<file path="config.mk">
export PLATFORM = sky130hd
export DESIGN_NAME = ternary_serial_alu_ctrl
export DESIGN_NICKNAME = d
export VERILOG_FILES = /design/src/rtl/ternary_serial_alu_ctrl.sv
export SDC_FILE = /design/constraint.sdc
export NUM_CORES = 1
export LEC_CHECK = 0
export BUFFER_PORTS_ARGS = -buffer_cell sky130_fd_sc_hd__buf_2
export CAP_MARGIN = 20
export CELL_PAD_IN_SITES_DETAIL_PLACEMENT = 2
export CELL_PAD_IN_SITES_GLOBAL_PLACEMENT = 2
export CORE_MARGIN = 1.5
export CORE_UTILIZATION = 38
export CTS_CLUSTER_DIAMETER = 100
export DETAILED_ROUTE_END_ITERATION = 12
export PLACE_DENSITY = 0.94
export SYNTH_ARGS = -nofsm -noshare
export SYNTH_HDL_FRONTEND = slang
export SYNTH_SLANG_ARGS = --single-unit
</file>
<file path="constraint.sdc">
create_clock -name clk -period 7.8 [get_ports clk]
set_input_delay 0.39 -clock clk [delete_from_list [all_inputs] [get_ports clk]]
set_output_delay 0.39 -clock clk [all_outputs]
set_load 0.01 [all_outputs]
</file>
<file path="src/rtl/ternary_serial_alu_ctrl.sv">
// ternary_serial_alu_ctrl: word-level ternary ADD/MIN/MAX sequenced one trit
// per clock, LSB first, behind a start/busy/done handshake.
// Trits use unbalanced 2-bit encoding (00=0, 01=1, 10=2, 11=illegal).
// Optional macro TERNARY_ERR_CHECK_EN: an illegal operand trit aborts the
// operation with err=1. Without it, 11 trits are read as value 2.
module ternary_serial_alu_ctrl #(
    parameter int NUM_TRITS = 4,
    parameter int IDX_W     = $clog2(NUM_TRITS) + 1
) (
    input  logic                   clk,
    input  logic                   rst_n,
    input  logic                   start,
    input  logic [1:0]             op,
    input  logic [2*NUM_TRITS-1:0] operand_a,
    input  logic [2*NUM_TRITS-1:0] operand_b,
    output logic                   busy,
    output logic                   done,
    output logic [2*NUM_TRITS-1:0] result,
    output logic [1:0]             carry_out,
    output logic                   err
);

    typedef enum logic [1:0] {
        S_IDLE,
        S_RUN,
        S_DONE
    } state_t;

    state_t                   r_state;
    state_t                   w_state_nxt;
    logic [1:0]               r_op;
    logic [2*NUM_TRITS-1:0]   r_a;
    logic [2*NUM_TRITS-1:0]   r_b;
    logic [2*NUM_TRITS-1:0]   r_result;
    logic                     r_carry;
    logic [1:0]               r_carry_out;
    logic                     r_err;
    logic [IDX_W-1:0]         r_idx;

    logic [1:0]               w_ta;
    logic [1:0]               w_tb;
    logic [1:0]               w_va;
    logic [1:0]               w_vb;
    logic [2:0]               w_sum;
    logic [1:0]               w_trit;
    logic                     w_cnext;
    logic                     w_illegal;
    logic                     w_last;

    // Select the latched operand trits addressed by the current index.
    always_comb begin
        w_ta = '0;
        w_tb = '0;
        for (int unsigned i = 0; i < NUM_TRITS; i++) begin
            if (r_idx == IDX_W'(i)) begin
                w_ta = r_a[2*i +: 2];
                w_tb = r_b[2*i +: 2];
            end
        end
    end

    // Trit datapath: add with carry, min, max on the selected trits.
    always_comb begin
        w_va    = (w_ta == 2'b11) ? 2'b10 : w_ta;
        w_vb    = (w_tb == 2'b11) ? 2'b10 : w_tb;
`ifdef TERNARY_ERR_CHECK_EN
        w_illegal = (w_ta == 2'b11) || (w_tb == 2'b11);
`else
        w_illegal = 1'b0;
`endif
        w_sum   = {1'b0, w_va} + {1'b0, w_vb} + {2'b00, r_carry};
        w_trit  = '0;
        w_cnext = 1'b0;
        case (r_op)
            2'b00: begin
                if (w_sum >= 3'd3) begin
                    w_trit  = 2'(w_sum - 3'd3);
                    w_cnext = 1'b1;
                end else begin
                    w_trit  = w_sum[1:0];
                end
            end
            2'b01:   w_trit = (w_va < w_vb) ? w_va : w_vb;
            2'b10:   w_trit = (w_va > w_vb) ? w_va : w_vb;
            default: w_trit = '0;
        endcase
        if (w_illegal) begin
            w_trit  = '0;
            w_cnext = 1'b0;
        end
        w_last = (r_idx == IDX_W'(NUM_TRITS - 1));
    end

    // State register.
    always_ff @(posedge clk or negedge rst_n) begin
        if (!rst_n) begin
            r_state <= S_IDLE;
        end else begin
            r_state <= w_state_nxt;
        end
    end

    // Next-state decode and handshake outputs.
    always_comb begin
        w_state_nxt = r_state;
        busy        = 1'b0;
        done        = 1'b0;
        case (r_state)
            S_IDLE: begin
                if (start) begin
                    w_state_nxt = (op == 2'b11) ? S_DONE : S_RUN;
                end
            end
            S_RUN: begin
                busy = 1'b1;
                if (w_last || w_illegal) begin
                    w_state_nxt = S_DONE;
                end
            end
            S_DONE: begin
                done        = 1'b1;
                w_state_nxt = S_IDLE;
            end
            default: w_state_nxt = S_IDLE;
        endcase
    end

    // Operand latch, result accumulation and status registers.
    always_ff @(posedge clk or negedge rst_n) begin
        if (!rst_n) begin
            r_op        <= '0;
            r_a         <= '0;
            r_b         <= '0;
            r_result    <= '0;
            r_carry     <= 1'b0;
            r_carry_out <= '0;
            r_err       <= 1'b0;
            r_idx       <= '0;
        end else begin
            case (r_state)
                S_IDLE: begin
                    if (start) begin
                        r_op        <= op;
                        r_a         <= operand_a;
                        r_b         <= operand_b;
                        r_result    <= '0;
                        r_carry     <= 1'b0;
                        r_carry_out <= '0;
                        r_idx       <= '0;
                        r_err       <= (op == 2'b11);
                    end
                end
                S_RUN: begin
                    for (int unsigned i = 0; i < NUM_TRITS; i++) begin
                        if (r_idx == IDX_W'(i)) begin
                            r_result[2*i +: 2] <= w_trit;
                        end
                    end
                    r_carry <= w_cnext;
                    if (w_illegal) begin
                        r_err <= 1'b1;
                    end else if (w_last) begin
                        r_carry_out <= {1'b0, w_cnext};
                    end else begin
                        r_idx <= r_idx + 1'b1;
                    end
                end
                default: ;
            endcase
        end
    end

    assign result    = r_result;
    assign carry_out = r_carry_out;
    assign err       = r_err;

endmodule

</file>
==> flow_summary.toml, run 1 <==
[run_status]
outcome = "completed"

[synthesis]
yosysTopAreaCell = "dfrtp_1"
synthXorXnorAreaFrac_pct = 0
synthTopCellsByCount = "dfrtp_1, mux2_1, ha_1"
muxShareOfSynthArea_pct = 15.8
synth-async-reset-ratio_pct = 100
synth_edf_count = 0
synthTopCellsByArea = "dfrtp_1, mux2_1, ha_1"
ys_types = 42
ys_warn_count = 0
synth-adder-area-share_pct = 9.65
synth_seq_cells = 34
synthMostInstantiatedCell = "dfrtp_1"
synth_compound_area_share_pct = 15.1
synth_top_family_by_area = "multiplexers"
seq_area_frac_synth_pct = 46.2
synth_top_area_share_pct = 46.2
syn_area_per_cell_um2 = 11.6
syn-cell-area_um2 = 1840
synth_ff_type = "dfrtp_1"
syn_inst = 159
synthSimpleGateAreaFrac_pct = 9.92
syn_nets = 193

[cts]
clk_pin_slew_ns = 0.07
cts.htree.levels = 2
clock_sinks = 34
ctsHoldBuffers = 0
cts-root-buf = "clkbuf_8"
clk_path_buf_depth = 2
cts_buffers = 5
post_cts_resized = 0
clock_latency_ns = 0.28
cts_tree = "yes"
post_cts_buffers = 0

[timing]
worstMarginPinSlew_ns = 0.764
post-route-period-util_pct = 55.2
setup_violations = 0
max_slew_margin_pct = 49.1
timing.fmax_ghz = 0.232
maxSlewViolCount = 0
fin_crit_ns = 4.30
hold_viol = 0
setup_tns_ns = 0
fin_worst_skew_ns = 0.00312
grt_setup_unrepaired = "no"

[routing]
highest_layer = "met4"
drtIter0Drc = 61
via_count = 1381
vias_per_cell = 5.57
wl_per_cell_um = 19.7
wl_met3_um = 68
final_antenna_net_count = 0
wl_met2_um = 2740
routed_wl_um = 4880
wl_met1_um = 2000
drc = 0
firstDrtPassIters = 4

[floorplanning]
die_area_um2 = 5270
core_area_um2 = 4690
die_h_um = 72.6
ios = 34
num_rows = 25
die_w_um = 72.6
initial_core_util_pct = 39.3

[finish]
fill_cells = 493
fin_nets = 228
antenna_cells = 0
drive_gt1_share_pct = 27.3
final_util_pct = 45.4
syn2layout_area_growth_pct = 15.6

[critical_path]
crit_required_ns = 7.95
worstPathCellList = "ha_1 > ha_1 > or2_2 > a221oi_1 > nor3_1 > fa_1 > fa_1 > ha_1 > or3_1 > o21ai_0 > mux2i_1 > a21oi_1 > o31ai_1"
setup.worst_path.end_class = "flop"
crit_arrival_ns = 4.45
crit_fanout = 13
crit_type = "reg2reg"
start_kind = "flop"
critPathMostFrequentCell = "ha_1"
slowest_stage = "fa_1"
slowest_delay_ns = 0.52

[power_and_ir_drop]
p_leak_uw = 0.00102
p_per_area_nw_per_um2 = 527
vdd_ir_drop_max_mv = 0.173

[place]
portBuffers = 32
routabilityCongestion = 0.777
dp_hpwl_um = 3910

[global_routing]
grt_use_total_pct = 21.3
antenna_found_initial = 0
grt_overflow = 0
grt_pass1_vias = 1620
grt_start_max_net_pins = 35
grt_pass1_wl_um = 8280

[job]
max-cap-violations = 0

[hold_path]
holdCritPathClass = "in2async"
critical path, delay by kind of cell (launching register included):
family / cells / cell delay [ns]
DFF: 1 / 0.42
muxes: 1 / 0.10
and+or+nand+nor: 3 / 0.91
AOI/OAI and AO/OA: 4 / 0.91
adders and majority gates: 5 / 1.82
final timing paths:
path	slack [ns]	start	cells past startpoint	endpoint
worst max register to register	3.50	r_idx[0]$_DFFE_PN0P_	13	result[5]$_DFFE_PN0P_
max in group asynchronous	7.14	rst_n	1	r_op[0]$_DFFE_PN0P_
worst max-delay path	3.50	r_idx[0]$_DFFE_PN0P_	13	result[5]$_DFFE_PN0P_
worst min-delay path	0.17	rst_n	1	r_a[5]$_DFFE_PN0P_
worst min register to register	0.47	r_state[1]$_DFFE_PN0P_	1	r_state[0]$_DFFE_PN0P_
min in group clk	0.32	operand_b[5]	2	r_b[5]$_DFFE_PN0P_
final cells by class:
type	count	area, µm²	area share (%)
clock buffers	7	76.3	3.58
inverters	9	33.8	1.59
multi-input cells	111	933	43.8
flip-flops and latches	34	851	40.0
well taps	54	67.6	3.17
repair buffers	33	168	7.87
placed cells by master, fill, tap and decap left out, types with 4 or more instances in the layout:
cell      netlist  layout
mux2_1         18      18
o31ai_1         5       5
dfrtp_1        34      34
ha_1           11      11
nor2_1          8       8
nand2_1        10      10
inv_1           8       8
a21oi_1         9       9
mux2_2          6       6
o21ai_0         4       4
buf_2           1      32
clkbuf_8        0       5
nand2b_1        4       4
layer usage:
layer,up-vias,track usage (%)
li1,633,-
met1,726,25.3
met2,16,38.6
met3,6,3.31
met4,0,7.55
met5,-,0
report_power, final:
part / switching [µW] / internal [µW] / leakage [µW]
Sequential: 58.6 / 254 / 0.000422
Clock: 59.8 / 61.4 / 0.0000383
Combinational: 400 / 289 / 0.000555
sequential cells by signal, indices dropped and copies added, names as in the netlist:
register,count
result,8
r_carry,1
r_b,8
r_op,2
r_idx,3
r_a,8
carry_out,1
err,1
r_state,2
per-stage QoR:
step / hold WS, ns / worst slack (ns) / instance area [µm²] / std cells / total power, µW
after floorplan: 0.0944 / 4.18 / 1840 / 159 / 799
after global placement: 0.441 / 3.77 / 2050 / 241 / 938
after detailed placement: 0.466 / 3.51 / 2050 / 241 / 1010
after CTS: 0.202 / 3.49 / 2130 / 248 / 1140
after global routing: 0.232 / 3.26 / 2130 / 248 / 1210
final: 0.175 / 3.50 / 2130 / 248 / 1120
kinds of logic after synthesis:
group | after synthesis
AND/OR/NAND/NOR | 36
AO/OA/AOI/OAI | 35
flip-flops | 34
multiplexers | 26
buffers and inverters | 14
adder cells (fa/ha/maj) | 13
other | 1
(Power assumes the default switching activity.)
==> run 2, diff against run 1 <==
--- a/config.mk
+++ b/config.mk
@@ -10,10 +10,10 @@
 export CELL_PAD_IN_SITES_DETAIL_PLACEMENT = 2
 export CELL_PAD_IN_SITES_GLOBAL_PLACEMENT = 2
 export CORE_MARGIN = 1.5
-export CORE_UTILIZATION = 38
+export CORE_UTILIZATION = 32
 export CTS_CLUSTER_DIAMETER = 100
 export DETAILED_ROUTE_END_ITERATION = 12
-export PLACE_DENSITY = 0.94
+export PLACE_DENSITY = 0.85
 export SYNTH_ARGS = -nofsm -noshare
 export SYNTH_HDL_FRONTEND = slang
 export SYNTH_SLANG_ARGS = --single-unit
==> constraint.sdc (replaced) <==
create_clock -name clk -period 3.61 [get_ports clk]
set_input_delay 0.1805 -clock clk [delete_from_list [all_inputs] [get_ports clk]]
set_output_delay 0.1805 -clock clk [all_outputs]
set_load 0.01 [all_outputs]
==> run 2 against run 1 <==
The run now ends with setup timing left. Global-route usage shrank 1.8 points. Maximum frequency grew 17%. Design area grew 19%.
==> flow_summary.toml, run 2 (same netlist as run 1, synthesis figures left out) <==
[timing]
post-route-period-util_pct = 102
setup_violations = 8
fin_worst_skew_ns = 0.00317
worstMarginPinSlew_ns = 0.792
maxSlewViolCount = 0
hold_ws_ns = 0.108
setup_tns_ns = -0.335
fin_crit_ns = 3.69
hold_viol = 0
layout_setup_ws_ns = -0.0790
max_slew_margin_pct = 47.2
timing.fmax_ghz = 0.271
grt_setup_unrepaired = "yes"

[cts]
clk_path_buf_depth = 2
clock_latency_ns = 0.29
clk_pin_slew_ns = 0.07
cts.htree.levels = 2
clock_sinks = 34
cts-root-buf = "clkbuf_8"
cts_tree = "yes"
cts_buffers = 5

[finish]
antenna_cells = 0
fin_nets = 250
drive_gt1_share_pct = 46.1
syn2layout_area_growth_pct = 38.0
final_util_pct = 45.9
mostFrequentLayoutCells = "dfrtp_1, buf_2, buf_4"
fin_cells = 289
mostFrequentLayoutCell = "dfrtp_1"

[routing]
firstDrtPassIters = 3
vias_per_cell = 5.16
drc = 0
wl_per_cell_um = 20.4
routed_wl_um = 5900
final_antenna_net_count = 0
drtIter0Drc = 48
via_count = 1490

[critical_path]
start_kind = "flop"
critical_path_buf_inv_count = 2
slowest_delay_ns = 0.46
crit_fanout = 7
critical-path-top-delay-family = "adder cells"
crit_arrival_ns = 3.83
crit_type = "reg2reg"
slowest_stage = "fa_2"
setup.worst_path.end_class = "flop"
crit_required_ns = 3.76
worstPathCellList = "buf_6 > ha_4 > nand3b_1 > a2111oi_4 > a2111oi_4 > fa_2 > fa_2 > ha_4 > or3_4 > o21ai_4 > mux2i_1 > a21oi_1 > buf_4 > o31ai_2"

[place]
portBuffers = 32
routabilityCongestion = 0.792
place_inst = 274
dp_hpwl_um = 3760

[run_status]
violations = "setup timing"
outcome = "complete, but fails checks"

[floorplanning]
num_rows = 27
die_w_um = 78.9
ios = 34
initial_core_util_pct = 33.2
core_area_um2 = 5540
die_area_um2 = 6220
die_h_um = 78.9

[job]
max-cap-violations = 0

[global_routing]
grt_pass1_vias = 1641
grt_use_total_pct = 19.5
grt_overflow = 0
grt_pass1_wl_um = 9000
grt_start_max_net_pins = 35
antenna_found_initial = 0

[hold_path]
holdCritPathClass = "in2reg"
[run 2: cell types whose count changed in the layout (fill, tap and decap cells not counted), moves of 3 or more]
cell | previous run | this run
ha_4 | 0 | 3
o31ai_4 | 0 | 3
ha_1 | 11 | 5
ha_2 | 0 | 3
o31ai_1 | 5 | 1
buf_4 | 1 | 21
[run 2: path summary, 6_finish.rpt]
kind	start	to	slack [ns]	cells past startpoint
hold / removal	operand_a[7]	r_a[7]$_DFFE_PN0P_	0.11	2
max in group asynchronous	rst_n	r_idx[1]$_DFFE_PN0P_	2.55	2
min in group asynchronous	rst_n	r_a[6]$_DFFE_PN0P_	0.51	2
hold reg to reg	r_state[1]$_DFFE_PN0P_	r_state[0]$_DFFE_PN0P_	0.46	1
setup / recovery	r_idx[0]$_DFFE_PN0P_	result[7]$_DFFE_PN0P_	-0.08	14
setup reg to reg	r_idx[0]$_DFFE_PN0P_	result[7]$_DFFE_PN0P_	-0.08	14
[run 2: through the flow]
| stage | area (µm²) | setup WS, ns |
|---|---|---|
| 2_1_floorplan | 1850 | 0.0264 |
| 3_5_place_dp | 2200 | -0.221 |
| 5_1_grt | 2540 | -0.183 |
| 3_3_place_gp | 2200 | -0.0225 |
| 6_report | 2540 | -0.0790 |
| 4_1_cts | 2470 | -0.115 |
[run 2: area by class of cell]
| cell class | count | area [µm²] |
|---|---|---|
| inverter | 9 | 33.8 |
| clock inverter | 1 | 5.00 |
| clock buffer | 7 | 86.3 |
| tap | 72 | 90.1 |
| sequential | 34 | 852 |
| multi-input combinational | 111 | 1130 |
| timing repair buffer | 55 | 339 |
| fill | 590 | 3000 |
[run 2: repair_timing]
action / CTS / global route
pin swaps: 9 / 12
gates resized for setup: 26 / 13
endpoints found under the setup margin: 8 / 9
endpoints found under the hold margin: 29 / 0
buffers inserted: 5 / 1
hold buffers: 1 / 0
[run 2: metal layers]
layer  wire length (µm)  track usage [%]  vias up
li1                   -                -      678
met1               2280             22.6      754
met2               3160             35.6       42
met3                211             3.91       16
met4                243             6.49        0
met5                  0                0        -
Power of run 2 is left out: the tool's default activity adds up to more than one toggle a clock period on the data nets, which glitch-free logic cannot reach.
==> run 3, diff against run 2 <==
==> constraint.sdc (replaced) <==
create_clock -name clk -period 3.61 [get_ports clk]
set_input_delay 0.361 -clock clk [delete_from_list [all_inputs] [get_ports clk]]
set_output_delay 0.361 -clock clk [all_outputs]
set_load 0.01 [all_outputs]
==> run 3 against run 2 <==
The flow still finishes with violations (setup timing). Clock skew is essentially flat. Design area shrank 0.39%. Critical path depth is the same. First-iteration DRC count shrank 8.3%. Via count grew 0.27%. Die area is the same. Cell count shrank 0.35%. Setup slack lost 0.0012 ns. Critical endpoint unchanged. Largest cell class unchanged. Highest routed layer unchanged.
==> flow_summary.toml, run 3 (same netlist as run 1, synthesis figures left out) <==
[run_status]
outcome = "complete, but fails checks"
violations = "setup timing"

[routing]
vias_per_cell = 5.19
firstDrtPassIters = 3
drtIter0Drc = 44
final_antenna_net_count = 0
drc = 0
via_count = 1494
wl_per_cell_um = 20.5
routed_wl_um = 5910

[global_routing]
antenna_found_initial = 0
grt_start_max_net_pins = 35
grt_overflow = 0
grt_pass1_wl_um = 9000
grt_use_total_pct = 19.5
grt_pass1_vias = 1641

[place]
routabilityCongestion = 0.792
place_ws_ns = -0.221
dp_hpwl_um = 3760
portBuffers = 32

[critical_path]
crit_required_ns = 3.76
start_kind = "flop"
slowest_delay_ns = 0.46
setup.worst_path.end_class = "flop"
worstPathCellList = "buf_6 > ha_4 > nand3b_1 > a2111oi_4 > a2111oi_4 > fa_2 > fa_2 > ha_4 > or3_4 > o21ai_4 > mux2i_1 > a21oi_1 > buf_4 > o31ai_2"
crit_arrival_ns = 3.84
crit_fanout = 7
slowest_stage = "fa_2"
crit_type = "reg2reg"

[finish]
mostFrequentLayoutCells = "dfrtp_1, buf_2, buf_4"
fin_nets = 249
antenna_cells = 0
mostFrequentLayoutCell = "dfrtp_1"
syn2layout_area_growth_pct = 37.4
drive_gt1_share_pct = 46.3
fill_cells = 591

[timing]
max_slew_margin_pct = 47.0
grt_setup_unrepaired = "yes"
maxSlewViolCount = 0
fin_crit_ns = 3.69
post-route-period-util_pct = 102
fin_worst_skew_ns = 0.00293
timing.fmax_ghz = 0.271
hold_viol = 0
worstMarginPinSlew_ns = 0.795
layout_setup_ws_ns = -0.0802
setup_violations = 8

[hold_path]
holdCritPathClass = "in2async"

[cts]
clk_path_buf_depth = 2
cts.htree.levels = 2
cts-root-buf = "clkbuf_8"
cts_tree = "yes"
clock_sinks = 34
cts_buffers = 5
clock_latency_ns = 0.29
clk_pin_slew_ns = 0.07

[floorplanning]
core_area_um2 = 5540
die_h_um = 78.9
die_area_um2 = 6220
die_w_um = 78.9
ios = 34
num_rows = 27
initial_core_util_pct = 33.2

[job]
max-cap-violations = 0
==> run 3: cell count changes in the layout (fill, tap and decap cells not counted), sizes merged <==
cell         previous run  this run
dlygate4sd3             1         0
==> run 3: what timing repair did <==
action,in CTS,in global routing
setup endpoints to repair,8,9
gates resized for setup,26,13
setup buffers,5,1
pin swaps,9,12
hold buffers,0,0
endpoints found under the hold margin,0,0
==> run 3: path summary, 6_finish.rpt <==
path	startpoint	end	slack, ns	cells after the start
worst max-delay path	r_idx[0]$_DFFE_PN0P_	result[7]$_DFFE_PN0P_	-0.08	14
worst min-delay path	rst_n	r_b[4]$_DFFE_PN0P_	0.16	1
worst max register to register	r_idx[0]$_DFFE_PN0P_	result[7]$_DFFE_PN0P_	-0.08	14
worst min register to register	r_state[1]$_DFFE_PN0P_	r_state[0]$_DFFE_PN0P_	0.46	1
max in group asynchronous	rst_n	r_idx[1]$_DFFE_PN0P_	2.90	1
min in group clk	operand_a[7]	r_a[7]$_DFFE_PN0P_	0.29	2
==> run 3: per-layer routing <==
metal | vias to the layer above | share of wire (%) | track usage, %
met1 | 760 | 38 | 22.6
met2 | 42 | 54 | 35.6
met3 | 16 | 3.7 | 3.91
met4 | 0 | 4.1 | 6.49
met5 | - | 0 | 0
li1 | 676 | - | -
==> run 3: critical path, delay by kind of cell, from the launching register on <==
family | cells | cell delay [ns]
DFF | 1 | 0.43
adders and majority gates | 4 | 1.19
buffers and inverters | 2 | 0.35
and+or+nand+nor | 2 | 0.60
AOI/OAI and AO/OA | 5 | 0.87
muxes | 1 | 0.11
==> run 3: area by class of cell <==
type	instances	area, µm²	area share [%]
inverter	9	33.8	1.33
sequential	34	852	33.7
clock buffer	7	86.3	3.41
clock inverter	1	5.00	0.198
multi-input combinational	111	1130	44.8
timing repair buffer	54	329	13.0
tap	72	90.1	3.56
==> run 3: per-stage QoR <==
stage	cell area (µm²)	utilization (%)	instances	TNS (ns)	hold slack [ns]
after floorplan	1850	-	159	0	0.0654
after global placement	2200	39.7	274	-0.0967	0.440
after detailed placement	2200	39.7	274	-1.49	0.452
after CTS	2460	44.3	287	-0.788	0.172
after global routing	2530	45.7	288	-1.25	0.215
final	2530	45.7	288	-0.343	0.157
Power of run 3 is left out for the same reason.
